### config.mk
export PLATFORM = sky130hd
export DESIGN_NAME = actor_trigger_sync
export DESIGN_NICKNAME = d
export VERILOG_FILES = /design/src/rtl/actor_trigger_sync.sv
export SDC_FILE = /design/constraint.sdc
export NUM_CORES = 1
export LEC_CHECK = 0
export ABC_AREA = 1
export BUFFER_PORTS_ARGS = -buffer_cell sky130_fd_sc_hd__buf_4
export CORE_ASPECT_RATIO = 1.2
export CORE_MARGIN = 5
export CORE_UTILIZATION = 62
export CTS_CLUSTER_DIAMETER = 120
export DETAILED_ROUTE_END_ITERATION = 7
export GPL_ROUTABILITY_DRIVEN = 0
export PLACE_DENSITY = 0.85
export SLEW_MARGIN = 20
export SYNTH_ARGS = -nofsm -noshare
export SYNTH_HDL_FRONTEND = slang
export SYNTH_SLANG_ARGS = --single-unit
### constraint.sdc
create_clock -name ap_clk -period 2.7 [get_ports ap_clk]
set_input_delay 0.675 -clock ap_clk [delete_from_list [all_inputs] [get_ports ap_clk]]
set_output_delay 0.675 -clock ap_clk [all_outputs]
set_load 0.05 [all_outputs]
### src/rtl/actor_trigger_sync.sv
// Trigger FSM that launches one HLS actor, retries and sleeps on non-executed
// returns, and joins the network-wide sleep/sync barrier before reporting done.
module actor_trigger_sync #(
   parameter int unsigned MODE         = 0,
   parameter int unsigned RETRY_LIMIT  = 1,
   parameter int unsigned SLEEP_CYCLES = 16,
   parameter int unsigned COUNT_WIDTH  = 32
) (
   input  logic                   ap_clk,
   input  logic                   ap_rst,
   input  logic                   ap_start,
   output logic                   ap_done,
   output logic                   ap_idle,
   output logic                   ap_ready,
   output logic                   actor_start,
   input  logic                   actor_done,
   input  logic [1:0]             actor_return,
   input  logic                   all_sleeping,
   input  logic                   all_sync_wait,
   input  logic                   all_sync,
   output logic                   sleep,
   output logic                   sync_wait,
   output logic                   sync_exec,
   output logic [COUNT_WIDTH-1:0] exec_count
);

   localparam logic [1:0] RET_EXECUTED = 2'd3;

   // The timer only has to reach SLEEP_CYCLES-1; it parks there when the
   // timeout is disabled so it can never wrap.
   localparam int unsigned SLEEP_LAST  = (SLEEP_CYCLES == 0) ? 0 : SLEEP_CYCLES - 1;
   localparam int unsigned TIMER_WIDTH = (SLEEP_LAST < 1) ? 1 : $clog2(SLEEP_LAST + 1);
   localparam logic [TIMER_WIDTH-1:0] TIMER_LAST = TIMER_WIDTH'(SLEEP_LAST);
   localparam logic [8:0] RETRY_MAX = 9'(RETRY_LIMIT);
   localparam bit TIMER_ENABLE = (MODE == 0) && (SLEEP_CYCLES != 0);

   typedef enum logic [2:0] {
      IDLE_STATE,
      LAUNCH_STATE,
      CHECK_STATE,
      SLEEP_STATE,
      SYNC_LAUNCH_STATE,
      SYNC_CHECK_STATE,
      SYNC_WAIT_STATE,
      SYNC_EXEC_STATE
   } state_t;

   state_t                   state_q, state_d;
   logic [7:0]               retry_q, retry_d;
   logic [8:0]               retry_inc;
   logic [TIMER_WIDTH-1:0]   timer_q, timer_d;
   logic [COUNT_WIDTH-1:0]   exec_q, exec_d, exec_sat;
   logic                     done_q, done_d;

   always_ff @(posedge ap_clk) begin
      if (ap_rst) begin
         state_q <= IDLE_STATE;
         retry_q <= '0;
         timer_q <= '0;
         exec_q  <= '0;
         done_q  <= 1'b0;
      end else begin
         state_q <= state_d;
         retry_q <= retry_d;
         timer_q <= timer_d;
         exec_q  <= exec_d;
         done_q  <= done_d;
      end
   end

   always_comb begin
      state_d   = state_q;
      retry_d   = retry_q;
      timer_d   = timer_q;
      exec_d    = exec_q;
      done_d    = 1'b0;
      retry_inc = {1'b0, retry_q} + 9'd1;
      exec_sat  = (exec_q == {COUNT_WIDTH{1'b1}}) ? exec_q : exec_q + COUNT_WIDTH'(1);

      case (state_q)
         IDLE_STATE: begin
            if (ap_start) begin
               exec_d  = '0;
               retry_d = '0;
               state_d = LAUNCH_STATE;
            end
         end
         LAUNCH_STATE: state_d = CHECK_STATE;
         CHECK_STATE: begin
            if (actor_done) begin
               if (actor_return == RET_EXECUTED) begin
                  exec_d  = exec_sat;
                  retry_d = '0;
                  state_d = LAUNCH_STATE;
               end else begin
                  retry_d = retry_inc[7:0];
                  if (retry_inc >= RETRY_MAX) begin
                     timer_d = '0;
                     state_d = SLEEP_STATE;
                  end else begin
                     state_d = LAUNCH_STATE;
                  end
               end
            end
         end
         SLEEP_STATE: begin
            if (timer_q != TIMER_LAST) timer_d = timer_q + TIMER_WIDTH'(1);
            // The barrier outranks the local timeout when both fire together.
            if (all_sleeping) begin
               state_d = SYNC_LAUNCH_STATE;
            end else if (TIMER_ENABLE && (timer_q == TIMER_LAST)) begin
               retry_d = '0;
               state_d = LAUNCH_STATE;
            end
         end
         SYNC_LAUNCH_STATE: state_d = SYNC_CHECK_STATE;
         SYNC_CHECK_STATE: begin
            if (actor_done) begin
               if (actor_return == RET_EXECUTED) begin
                  exec_d  = exec_sat;
                  state_d = SYNC_EXEC_STATE;
               end else begin
                  state_d = SYNC_WAIT_STATE;
               end
            end
         end
         SYNC_WAIT_STATE: begin
            if (all_sync_wait) begin
               done_d  = 1'b1;
               state_d = IDLE_STATE;
            end else if (all_sync) begin
               retry_d = '0;
               state_d = LAUNCH_STATE;
            end
         end
         SYNC_EXEC_STATE: begin
            if (all_sync) begin
               retry_d = '0;
               state_d = LAUNCH_STATE;
            end
         end
         default: state_d = IDLE_STATE;
      endcase
   end

   assign ap_done     = done_q;
   assign ap_ready    = done_q;
   assign ap_idle     = (state_q == IDLE_STATE);
   assign actor_start = (state_q == LAUNCH_STATE) || (state_q == SYNC_LAUNCH_STATE);
   assign sleep       = (state_q == SLEEP_STATE);
   assign sync_wait   = (state_q == SYNC_WAIT_STATE);
   assign sync_exec   = (state_q == SYNC_EXEC_STATE);
   assign exec_count  = exec_q;

endmodule
==> summary.md <==
| Metric | Value |
|---|---|
| Status | completed |
| Global-route usage over all layers | roughly 26% |
| Worst min path class | reg -> reg |
| Top-count cell post-synth | nand2_1 |
| Total power | about 2.3 mW |
| Fmax | roughly 420 MHz |
| WP data arrival | between 2 and 3 ns |
| Post-synth top flop | dfxtp_1 |
| Slowest cell on crit path | dfxtp_1 |
| CTS Hold Bufs | 0 |
| DP Area | 0.00367 mm^2 |
| Hold WS | slightly below 0.5 ns |
| Die area | between 0.006 and 0.007 mm^2 |
| Ant diodes | 0 |
| Final Max Tran Viols | 0 |
| Grt ovf | 0 |
| First-pass DRT Iterations | 5 |
| Layout area overhead | 13.0% |
| Initial antenna violation count | 0 |
| DP Worst Slack | around 0.39 ns |
| Root buf cell | clkbuf_8 |
| EDFF count, synth | 0 |
| Reg power frac | 34.2% |
| PnR worst setup slack | ~0.33 ns |
| Worst path cell trace | ha_1 > nand2_2 > nor2_4 > nand2_2 > nor2_4 > nand3_2 > nand3_4 > inv_2 > nand2_1 > a21oi_1 |
| Post-Route Utilization | 72.2% |
| Post-Synthesis Cells | between 500 and 600 |
| Pwr/cell area | about 600 mW/mm^2 |
| Number of max-cap violations | 0 |
| Post-cts sizing count | 0 |
| First-pass GRT wire length | about 15000 um |
| Clock-pin slew on the worst setup and hold paths | about 0.090 ns |
| # clock sinks | 48 |
| Yosys warns | 0 |
| DRT Wirelength | roughly 8700 um |
| Final setup TNS | 0 ns |
| DP HPWL | roughly 6500 um |
| Largest net degree at the start of global routing | 43 |
| Crit path time final | between 2 and 2.5 ns |
| Port-buffer cells | 47 |
| I/O pins | 48 |
| Most frequent cells after synthesis | 199 x nand2_1, 95 x nor2_1, 64 x inv_1 |
| Critical Path Fanout Max | 31 |
| Top cell type by total area after synthesis | dfxtp_1 |
| Starting density of the core | 63.9% |
| Worst-case clock buffer depth | 2 |
| Detailed Route Iter0 Violations | a little over 200 |
| CTS tree | built |
| Cell Int Power | ~1.3 mW |
| Post-synthesis cell area | approximately 0.0034 mm^2 |
| Psw | around 1.0 mW |
| Nets | approximately 630 |
| Die X | ~77 um |
| Critical Path RT | around 2.9 ns |
| Antenna Nets Post-Route | 0 |
| Reg2Reg Setup Slack | 0.33 ns |
| Clk pwr share | about a quarter |
| Leak | between 1 and 1.5 nW |
| Worst Tran Pin Value | 0.630 ns |
| H-Tree Depth | 2 |
| WL per Instance | between 10 and 15 um |
| Fraction of registers with async set/reset | 0% |
| Synth cell types | 32 |
| Drt drc | 0 |
| Endpoints failing hold | 0 |
| Via Count | about 3600 |
| CP Capture Type | register |
| Seq/Total Area, Yosys | between 20% and 30% |
| Setup Skew | about 0.0084 ns |
| Area contributors post-synth | dfxtp_1 29%, nand2_1 22%, nor2_1 11%, inv_1 7.1%, a21oi_1 6.9% |
| Tcrit/Tclk final | approximately 88% |
| Syn Nets | ~590 |
| Synthesized flop and latch total | 48 |
| Worst path max stage delay | about 0.44 ns |
| FP Rows | 29 |
| Slew HR | between 50% and 60% |
| RSZ-0062 raised after global routing | false |
| Fraction of layout cells with a size suffix above 1 | about an eighth |
| Number of global-route vias before repair | between 3000 and 4000 |
| CTS buffer count | 5 |
| Die height | between 90 and 100 um |
| Mapped Avg Cell Area | 5.81 um^2 |
| Max IR drop VDD | 0.596 mV |
| Worst-skew pair later-pin latency | around 0.30 ns |
| Switching Share | between 40% and 50% |
| Cell area after layout | between 0.003 and 0.004 mm^2 |
| Crit start category | register |
| Placed cell count | 670 |
| Setup bufs post-CTS | 0 |
| Vias/cell | 5.35 |
| Gate power share | between 40% and 50% |
| Top-area cell type share of the netlist area | around 29% |
| Finished Layout Cells | roughly 680 |
| Core Region | roughly 0.0053 mm^2 |
| Final setup viols | 0 |
| Setup CP Type | reg -> reg |
## sequential cells by signal, indices dropped and copies added, names as in the netlist
register,flops
exec_count,32
retry_q,8
timer_q,4
state_q,3
ap_done,1
## logic make-up (layout without fill, tap and decap cells)
group | Yosys count | after routing | synth area share (%)
AO/OA/AOI/OAI | 66 | 66 | 10.6
AND/OR/NAND/NOR | 365 | 365 | 45.3
flip-flops | 48 | 48 | 28.6
buffers and inverters | 84 | 122 | 11.1
adder cells (fa/ha/maj) | 4 | 4 | 1.49
XOR/XNOR | 11 | 11 | 2.87
## per-layer routing
metal  GRT usage (%)  routed length (um)
met5               0                   0
met4            14.0                 379
met3            6.29                 561
met2            44.1                4290
met1            28.1                3480
## power groups by stage
stage	sequential, mW	clock (mW)	combinational, mW
final	0.801	0.567	0.971
after global routing	0.809	0.612	1.09
after CTS	0.799	0.579	0.965
after detailed placement	0.814	0	0.965
after global placement	0.813	0	0.951
after floorplan	0.805	0	0.931
## cells in the final DEF (no fill, tap or decap), types with 5 or more instances in the layout
cell and n:
clkbuf_8 7, buf_4 48, dfxtp_1 48, nand4_1 5, nor2_1 95, inv_1 64, nor3_1 14, nand3_1 35
nor2_2 5, xor2_1 5, nand2_1 199, xnor2_1 6, o21ai_0 12, a21oi_1 46
## area by class of cell
class                      count  area, um^2
sequential                    48         961
clock inverter                 1        30.0
inverter                      66         248
multi-input combinational    446        2030
clock buffer                   7        96.3
fill                         490        1460
timing repair buffer          48         360
tap                           62        77.6
## critical path: cells and delay by family (launching register included)
family	cells	cell delay (ns)
AOI/OAI and AO/OA	1	0.07
adders and majority gates	1	0.33
buffers and inverters	1	0.32
DFF	1	0.44
and+or+nand+nor	7	1.08
## worst paths after layout
kind                                     end  cells after the start                        from
hold / removal       retry_q[7]$_SDFFE_PP0P_                      2     retry_q[7]$_SDFFE_PP0P_
setup reg to reg  exec_count[9]$_SDFFE_PP0P_                     10  exec_count[0]$_SDFFE_PP0P_
hold reg to reg      retry_q[7]$_SDFFE_PP0P_                      2     retry_q[7]$_SDFFE_PP0P_
setup / recovery  exec_count[9]$_SDFFE_PP0P_                     10  exec_count[0]$_SDFFE_PP0P_
Power figures use the tool's default switching activity.
